<file path="src/rtl/m1_bus_initiator_if.sv">
// Command and MyBus handshake bundle between the M1 initiator and its local requester / M2.
interface m1_bus_initiator_if #(
    parameter int PEND_W = 3
);
    logic              cmd_valid;
    logic              cmd_ready;
    logic              bus_ready;
    logic              bus_execute;
    logic              done_pulse;
    logic              err_pulse;
    logic [PEND_W-1:0] pend_cnt;

    modport master (
        input  cmd_valid,
        input  bus_execute,
        output cmd_ready,
        output bus_ready,
        output done_pulse,
        output err_pulse,
        output pend_cnt
    );

    modport slave (
        output cmd_valid,
        output bus_execute,
        input  cmd_ready,
        input  bus_ready,
        input  done_pulse,
        input  err_pulse,
        input  pend_cnt
    );
endinterface

</file>
<file path="src/rtl/m1_bus_initiator.sv">
// M1 bus initiator: queues local commands and offers each to M2 over MyBus ready/execute,
// retiring it on execute (done) or on timeout / power-domain isolation (err).
//   state     | meaning
//   IDLE      | nothing offered, waiting for a pending command
//   OFFER     | bus_ready high for this single cycle
//   WAIT_EXEC | waiting for execute, timeout counter running
//   RETIRE    | done_pulse or err_pulse high, pend_cnt already decremented
module m1_bus_initiator #(
    parameter int PEND_W  = 3,
    parameter int TMO_CYC = 8
) (
    input  logic                ck,
    input  logic                srst_n,
    input  logic                isolateM1M2,
    m1_bus_initiator_if.master  bus
);
    localparam logic [PEND_W-1:0] PEND_MAX = '1;
    localparam logic [7:0]        TMO_LAST = 8'(TMO_CYC - 1);

    typedef enum logic [1:0] {IDLE, OFFER, WAIT_EXEC, RETIRE} state_t;

    state_t            state;
    logic [7:0]        tmo;
    logic [PEND_W-1:0] pend;
    logic [PEND_W-1:0] pend_next;
    logic              room;
    logic              bus_ready_q;
    logic              done_q;
    logic              err_q;
    logic              exec_eff;
    logic              accept;
    logic              fin_ok;
    logic              fin_err;
    logic              retire;
    logic              go_offer;

    always_comb begin
        exec_eff = bus.bus_execute & ~isolateM1M2;
        accept   = bus.cmd_valid & room & ~isolateM1M2;
        fin_ok   = (state == WAIT_EXEC) & exec_eff;
        // Isolation wins over execute; timeout only when execute is absent on the last cycle.
        fin_err  = (((state == OFFER) | (state == WAIT_EXEC)) & isolateM1M2)
                 | ((state == WAIT_EXEC) & ~exec_eff & (tmo == TMO_LAST));
        retire   = fin_ok | fin_err;
        go_offer = ((state == IDLE) | (state == RETIRE)) & (pend != '0) & ~isolateM1M2;
        pend_next = pend;
        if (accept & ~retire) begin
            pend_next = pend + 1'b1;
        end else if (~accept & retire) begin
            pend_next = pend - 1'b1;
        end
    end

    always_ff @(posedge ck) begin
        if (!srst_n) begin
            state       <= IDLE;
            tmo         <= '0;
            pend        <= '0;
            room        <= 1'b0;
            bus_ready_q <= 1'b0;
            done_q      <= 1'b0;
            err_q       <= 1'b0;
        end else begin
            bus_ready_q <= 1'b0;
            done_q      <= fin_ok;
            err_q       <= fin_err;
            pend        <= pend_next;
            room        <= (pend_next != PEND_MAX);
            case (state)
                IDLE, RETIRE: begin
                    if (go_offer) begin
                        state       <= OFFER;
                        bus_ready_q <= 1'b1;
                    end else begin
                        state <= IDLE;
                    end
                end
                OFFER: begin
                    tmo   <= '0;
                    state <= isolateM1M2 ? RETIRE : WAIT_EXEC;
                end
                WAIT_EXEC: begin
                    if (retire) begin
                        state <= RETIRE;
                    end else begin
                        tmo <= tmo + 8'd1;
                    end
                end
                default: state <= IDLE;
            endcase
        end
    end

    // cmd_ready drops in the same cycle isolation is raised so nothing is queued while isolated.
    assign bus.cmd_ready  = room & ~isolateM1M2;
    assign bus.bus_ready  = bus_ready_q;
    assign bus.done_pulse = done_q;
    assign bus.err_pulse  = err_q;
    assign bus.pend_cnt   = pend;
endmodule

</file>
<file path="src/flat_wrapper.sv">
// flat-port wrapper written by rule: the top's interface ports become plain ports
module m1_bus_initiator_flat 
#(
    parameter int PEND_W  = 3,
    parameter int TMO_CYC = 8
)
  (ck, srst_n, isolateM1M2, bus_cmd_valid, bus_bus_execute, bus_cmd_ready, bus_bus_ready, bus_done_pulse, bus_err_pulse, bus_pend_cnt);
  m1_bus_initiator_if #(.PEND_W(PEND_W)) bus_i ();
  input  logic ck;
  input  logic srst_n;
  input  logic isolateM1M2;
  input wire logic [$bits(bus_i.cmd_valid)-1:0] bus_cmd_valid;
  input wire logic [$bits(bus_i.bus_execute)-1:0] bus_bus_execute;
  output wire logic [$bits(bus_i.cmd_ready)-1:0] bus_cmd_ready;
  output wire logic [$bits(bus_i.bus_ready)-1:0] bus_bus_ready;
  output wire logic [$bits(bus_i.done_pulse)-1:0] bus_done_pulse;
  output wire logic [$bits(bus_i.err_pulse)-1:0] bus_err_pulse;
  output wire logic [$bits(bus_i.pend_cnt)-1:0] bus_pend_cnt;
  assign bus_i.cmd_valid = bus_cmd_valid;
  assign bus_i.bus_execute = bus_bus_execute;
  assign bus_cmd_ready = bus_i.cmd_ready;
  assign bus_bus_ready = bus_i.bus_ready;
  assign bus_done_pulse = bus_i.done_pulse;
  assign bus_err_pulse = bus_i.err_pulse;
  assign bus_pend_cnt = bus_i.pend_cnt;
  m1_bus_initiator #(.PEND_W(PEND_W), .TMO_CYC(TMO_CYC)) u_core (.ck(ck), .srst_n(srst_n), .isolateM1M2(isolateM1M2), .bus(bus_i));
endmodule
</file>
<file path="config.mk">
export PLATFORM = sky130hd
export DESIGN_NAME = m1_bus_initiator_flat
export DESIGN_NICKNAME = d
export VERILOG_FILES = /design/src/rtl/m1_bus_initiator_if.sv /design/src/rtl/m1_bus_initiator.sv /design/src/flat_wrapper.sv
export SDC_FILE = /design/constraint.sdc
export NUM_CORES = 1
export LEC_CHECK = 0
export CAP_MARGIN = 20
export CELL_PAD_IN_SITES_DETAIL_PLACEMENT = 1
export CELL_PAD_IN_SITES_GLOBAL_PLACEMENT = 2
export CORE_MARGIN = 10
export CORE_UTILIZATION = 36
export CTS_CLUSTER_SIZE = 8
export DETAILED_ROUTE_END_ITERATION = 10
export PLACE_DENSITY_LB_ADDON = 0.1
export SLEW_MARGIN = 20
export SYNTH_ARGS = -nofsm -noshare
export SYNTH_HDL_FRONTEND = slang
export SYNTH_SLANG_ARGS = --single-unit
</file>
<file path="constraint.sdc">
create_clock -name ck -period 2.8 [get_ports ck]
set_input_delay 0.84 -clock ck [delete_from_list [all_inputs] [get_ports ck]]
set_output_delay 0.84 -clock ck [all_outputs]
set_load 0.1 [all_outputs]
</file>
### Yosys cells after proc, flatten, opt, wreduce, memory -nomap -nowiden

Index checks and enable logic that the tools add are counted.
W data, S select, Z words.

* $add $sub $neg: 3
* multipliers: 0
* divide/modulo/power cells: 0
* $lt $le $gt $ge: 0
* eq/ne operators: 7
* shifts and indexed selects: 0
* mux-type cells: 9
* bitwise logic cells: 20
* reductions and logical operators: 6

Operators by type and width (number)
* $pmux W8 S2: 1
* $and A1 B1 Y1: 12
* $add A8 B1 Y8 const B: 1
* $eq A8 B3 Y1 const B: 1
* $mux W8: 1
* $mux W3: 2
* $pmux W2 S3: 1
* $eq A2 B2 Y1 const B: 2
* $not A1 Y1: 4
* $or A1 B1 Y1: 4
* $reduce_and A2 Y1: 2
* $add A3 B1 Y3 const B: 1
* $mux W1: 3
* $ne A3 B3 Y1 const B: 1
* $reduce_bool A3 Y1: 1
* $sub A3 B1 Y3 const B: 1
* $eq A2 B1 Y1 const B: 1
* $logic_not A2 Y1: 1
* $mux W2: 1
* $ne A2 B1 Y1 const B: 1
* $ne A2 B2 Y1 const B: 1
* $reduce_bool A2 Y1: 1
* $reduce_or A2 Y1: 1

* flip-flop bits (word level): 17
* bits in latches: 0
* memory bits (writable): 0
* bits in read-only memories: 0
* bits of input ports: 5
* output and inout bits: 7
* word-level logic and storage cells: 52
* memories: 0

### Longest topological paths before layout

* word-level depth: 11
* mapped depth: 7
* gate-level depth less buffers: 7

### Least setup slack after synthesis

No wires, ideal clock.

* path kind: input to register
* from: input isolateM1M2
* to: register u_core.room
* arrival time: 3.202 ns
* required time: 2.705 ns
* slack: -0.497 ns
* cell stages on the path: 6
* path buffers: 1
* path through: nor2b_1 -> and2_1 -> clkbuf_1 -> and4_4 -> o211ai_1 -> o311ai_1

* longest elaborated chain between the ends: 11

Ends and longest elaborated chain
* start, declared: line flat_wrapper.sv:11 `input logic isolateM1M2;`
* $not A1 Y1: line m1_bus_initiator.sv:38, m1_bus_initiator.sv:39
* $and A1 B1 Y1: line m1_bus_initiator.sv:38 `exec_eff = bus.bus_execute & ~isolateM1M2;`
* $not A1 Y1: line m1_bus_initiator.sv:43 `| ((state == WAIT_EXEC) & ~exec_eff & (tmo == TMO_LAST));`
* $and A1 B1 Y1 (2 in series): line m1_bus_initiator.sv:43
* $or A1 B1 Y1: line m1_bus_initiator.sv:43
* $or A1 B1 Y1: line m1_bus_initiator.sv:44 `retire = fin_ok | fin_err;`
* $and A1 B1 Y1 or $not A1 Y1 (tied branches): line m1_bus_initiator.sv:49, m1_bus_initiator.sv:47
* $mux W3 or $and A1 B1 Y1 (tied branches): line m1_bus_initiator.sv:49, m1_bus_initiator.sv:47
* $mux W3 (*): line m1_bus_initiator.sv:47 `if (accept & ~retire) begin`
* $ne A3 B3 Y1 (*): line m1_bus_initiator.sv:68 `room <= (pend_next != PEND_MAX);`
* end signal, assigned: line m1_bus_initiator.sv:68
* end, declared: line m1_bus_initiator.sv:26 `logic room;`

Every way passes the cells marked *; elsewhere a longest branch is shown, timed or not.
A chain may end at the register's enable or synchronous reset.

### Final worst setup path

* from: input isolateM1M2
* to: output bus_cmd_ready

* longest elaborated chain between the ends: 2

Ends and longest elaborated chain
* $not A1 Y1: line m1_bus_initiator.sv:95 `assign bus.cmd_ready = room & ~isolateM1M2;`
* $and A1 B1 Y1: line m1_bus_initiator.sv:95
* end, declared: line flat_wrapper.sv:14 `output wire logic [$bits(bus_i.cmd_ready)-1:0] bus_cmd_ready;`

No other way between the ends.

==> run metrics <==
Die X 73.4 um; Net count, final 144; Tmin final 2.63 ns; fmax 380 MHz; critical-path cell list clkdlybuf4s50_1 > nor2b_2 > buf_12; Core Box Area 2730 sq um; Final TNS setup 0 ns; status completed; PD cells 1010 nW/um^2; Synth area leader dfxtp_1; LEAKAGE 0.485 nW; vias per cell 5.74; TritonCTS buffer count 3; Synth Cell Area 1030 sq um; # setup viols final 0; Tightest Pin Transition 0.304 ns; Avg WL per Cell 17.2 um; capturing point of the worst reg2reg path u_core.room; clock latency on the worst-skew pair 0.29 ns; share of cells above drive strength 1 0.182; pin count of the biggest net entering global routing 14; max cap viols 0; Routed WL 2.80 mm; cts repair resizes 0; Max VDD drop 729 uV; hold crit path type reg2reg; Slowest-stage cell, CP clkdlybuf4s50_1; Initial Utilization 0.375; CTS tree built; WP data arrival 1.79 ns; clock sinks 17; Seq/Total Area, Yosys 0.332; pins over their slew limit 0; fraction of registers with async set/reset 0; critical path launch point type input port; CP bufs+invs 2; I/O pin count 12; slew margin rel. 0.796; Distinct cells, synth 39; Mapped Nets 126; Synth Register Bits 17; worst clock skew 0.00459 ns; Critical Path Source isolateM1M2; Top FF cell, synth dfxtp_1; most common cell in the synthesized netlist dfxtp_1; R2R Setup Slk 0.80 ns; cell depth of the worst setup path 3; Worst path max stage delay 0.51 ns; P&R area growth vs syn 19.4%; Max Root-Sink Buffers 2; clock root cell clkbuf_4; Mapped Avg Cell Area 8.92 sq um; GRT Overall Usage 0.106; DP HPWL 2.21 mm; worst r2r src u_core.state[0]; Remaining Overflow, GRT 0; CTS clk-pin slew, worst paths 0.11 ns; Synth area leaders dfxtp_1 33%, ha_1 7.3%, nor2_1 4.4%, o21ai_0 3.4%, a21oi_1 2.9%; Post-DRT Antenna Nets 0; Final Hold Viols 0; DRC Markers 0; Yosys Warn Count 0; unrepaired setup endpoints after global routing false; crit share post-route 0.941; Vias 935; Post-synth EDFFs 0; Core Rows 19; drt pass-1 iters 4; fin util 0.448; Die Y 73.4 um; post-synth top area share 0.332; buffers inserted by post-CTS timing repair 0; Initial DRC Count 19; Max Fanout on Critical Path 6; initial antenna violation count 0; Mapped Cells 115; global-route wire length before repair 4.64 mm; IO Port Bufs 11; top cells by count, synth 17 x dfxtp_1, 12 x nor2_1, 7 x o21ai_0; worst reg2reg path depth 7; H-tree Lvls 1; DIE AREA 5390 sq um; Top delay family on crit path buffers and inverters; vias in the first global route 997; Worst Path Class, Setup in2out; ANT cells 0; critical path capture point bus_cmd_ready; Critical Path RT 1.96 ns; GP Congestion 0.808; hold wc startpoint u_core.state[0]; kind of end point of the critical path output pin; hold_buf cts 0
registers in the layout, summed over array words and instances (netlist names):
name,flops
u_core.tmo,8
u_core.bus.pend_cnt,3
u_core.state,2
u_core.bus.bus_ready,1
u_core.bus.done_pulse,1
u_core.bus.err_pulse,1
u_core.room,1
metrics by stage:
step	instance area [sq um]	total power, mW	worst slack (ns)	instances	hold slack [ns]
floorplan	1030	0.898	0.102	115	0.461
global placement	1200	1.08	0.111	159	0.488
detailed placement	1200	1.10	0.0601	159	0.498
CTS	1220	1.24	0.161	163	0.518
global route	1220	1.32	0.116	163	0.555
finish	1220	1.23	0.166	163	0.513
power by group:
| group | internal (mW) | switching (mW) |
|---|---|---|
| clock | 0.0530 | 0.0859 |
| combinational | 0.261 | 0.502 |
| sequential | 0.290 | 0.0385 |
| total | 0.604 | 0.627 |
area by class of cell:
cell class,instances,area (sq um)
multi-input combinational,89,653
inverter,6,22.5
tap,31,38.8
timing repair buffer,16,143
fill,320,1510
sequential,17,340
clock buffer,3,22.5
clock inverter,1,5.00
placed cells by master, fill, tap and decap left out, types with 2 or more instances in the layout:
master and n:
nor2_1 12, o21a_1 2, nor3_1 3, or3_1 2
a21oi_1 6, inv_1 6, and2_1 3, dfxtp_1 17
or4_1 3, nor2b_1 2, o21ai_0 7, clkbuf_4 3
a211oi_1 4, o31a_1 2, nand2b_1 2, mux2i_1 2
nand2_1 6, buf_4 11, clkdlybuf4s50_1 4, nand4_1 2
nand3_1 6, ha_1 6
logic make-up (layout without fill, tap and decap cells):
logic type	after synthesis	count (layout)	share of synthesized area
compound gates	31	31	0.241
xor+xnor	1	1	0.0219
fa+ha+maj	6	6	0.0732
buf+inv	9	26	0.0341
flops	17	17	0.332
mux	2	2	0.0195
simple gates	49	49	0.278
metal layers:
layer	vias up	GRT usage	wire length, um
met2	13	0.181	1310
met5	-	0	0
met1	460	0.130	1360
met4	0	0.0186	20
li1	460	-	-
met3	2	0.0296	110
tightest hold or removal path, cell delays in order, from the launching register on:
cell	delay, ns
dfxtp_1	0.33
inv_1	0.07
a211oi_1	0.07
how the worst min path moves through the flow:
stage	end	slack, ns	depth (start not counted)
after global placement	u_core.state[0]	0.49	2
after floorplan	u_core.state[0]	0.46	2
after global routing	u_core.state[0]	0.55	2
after detailed placement	u_core.state[0]	0.50	2
after CTS	u_core.state[0]	0.52	2
final	u_core.state[0]	0.51	2
(Power assumes the default switching activity.)
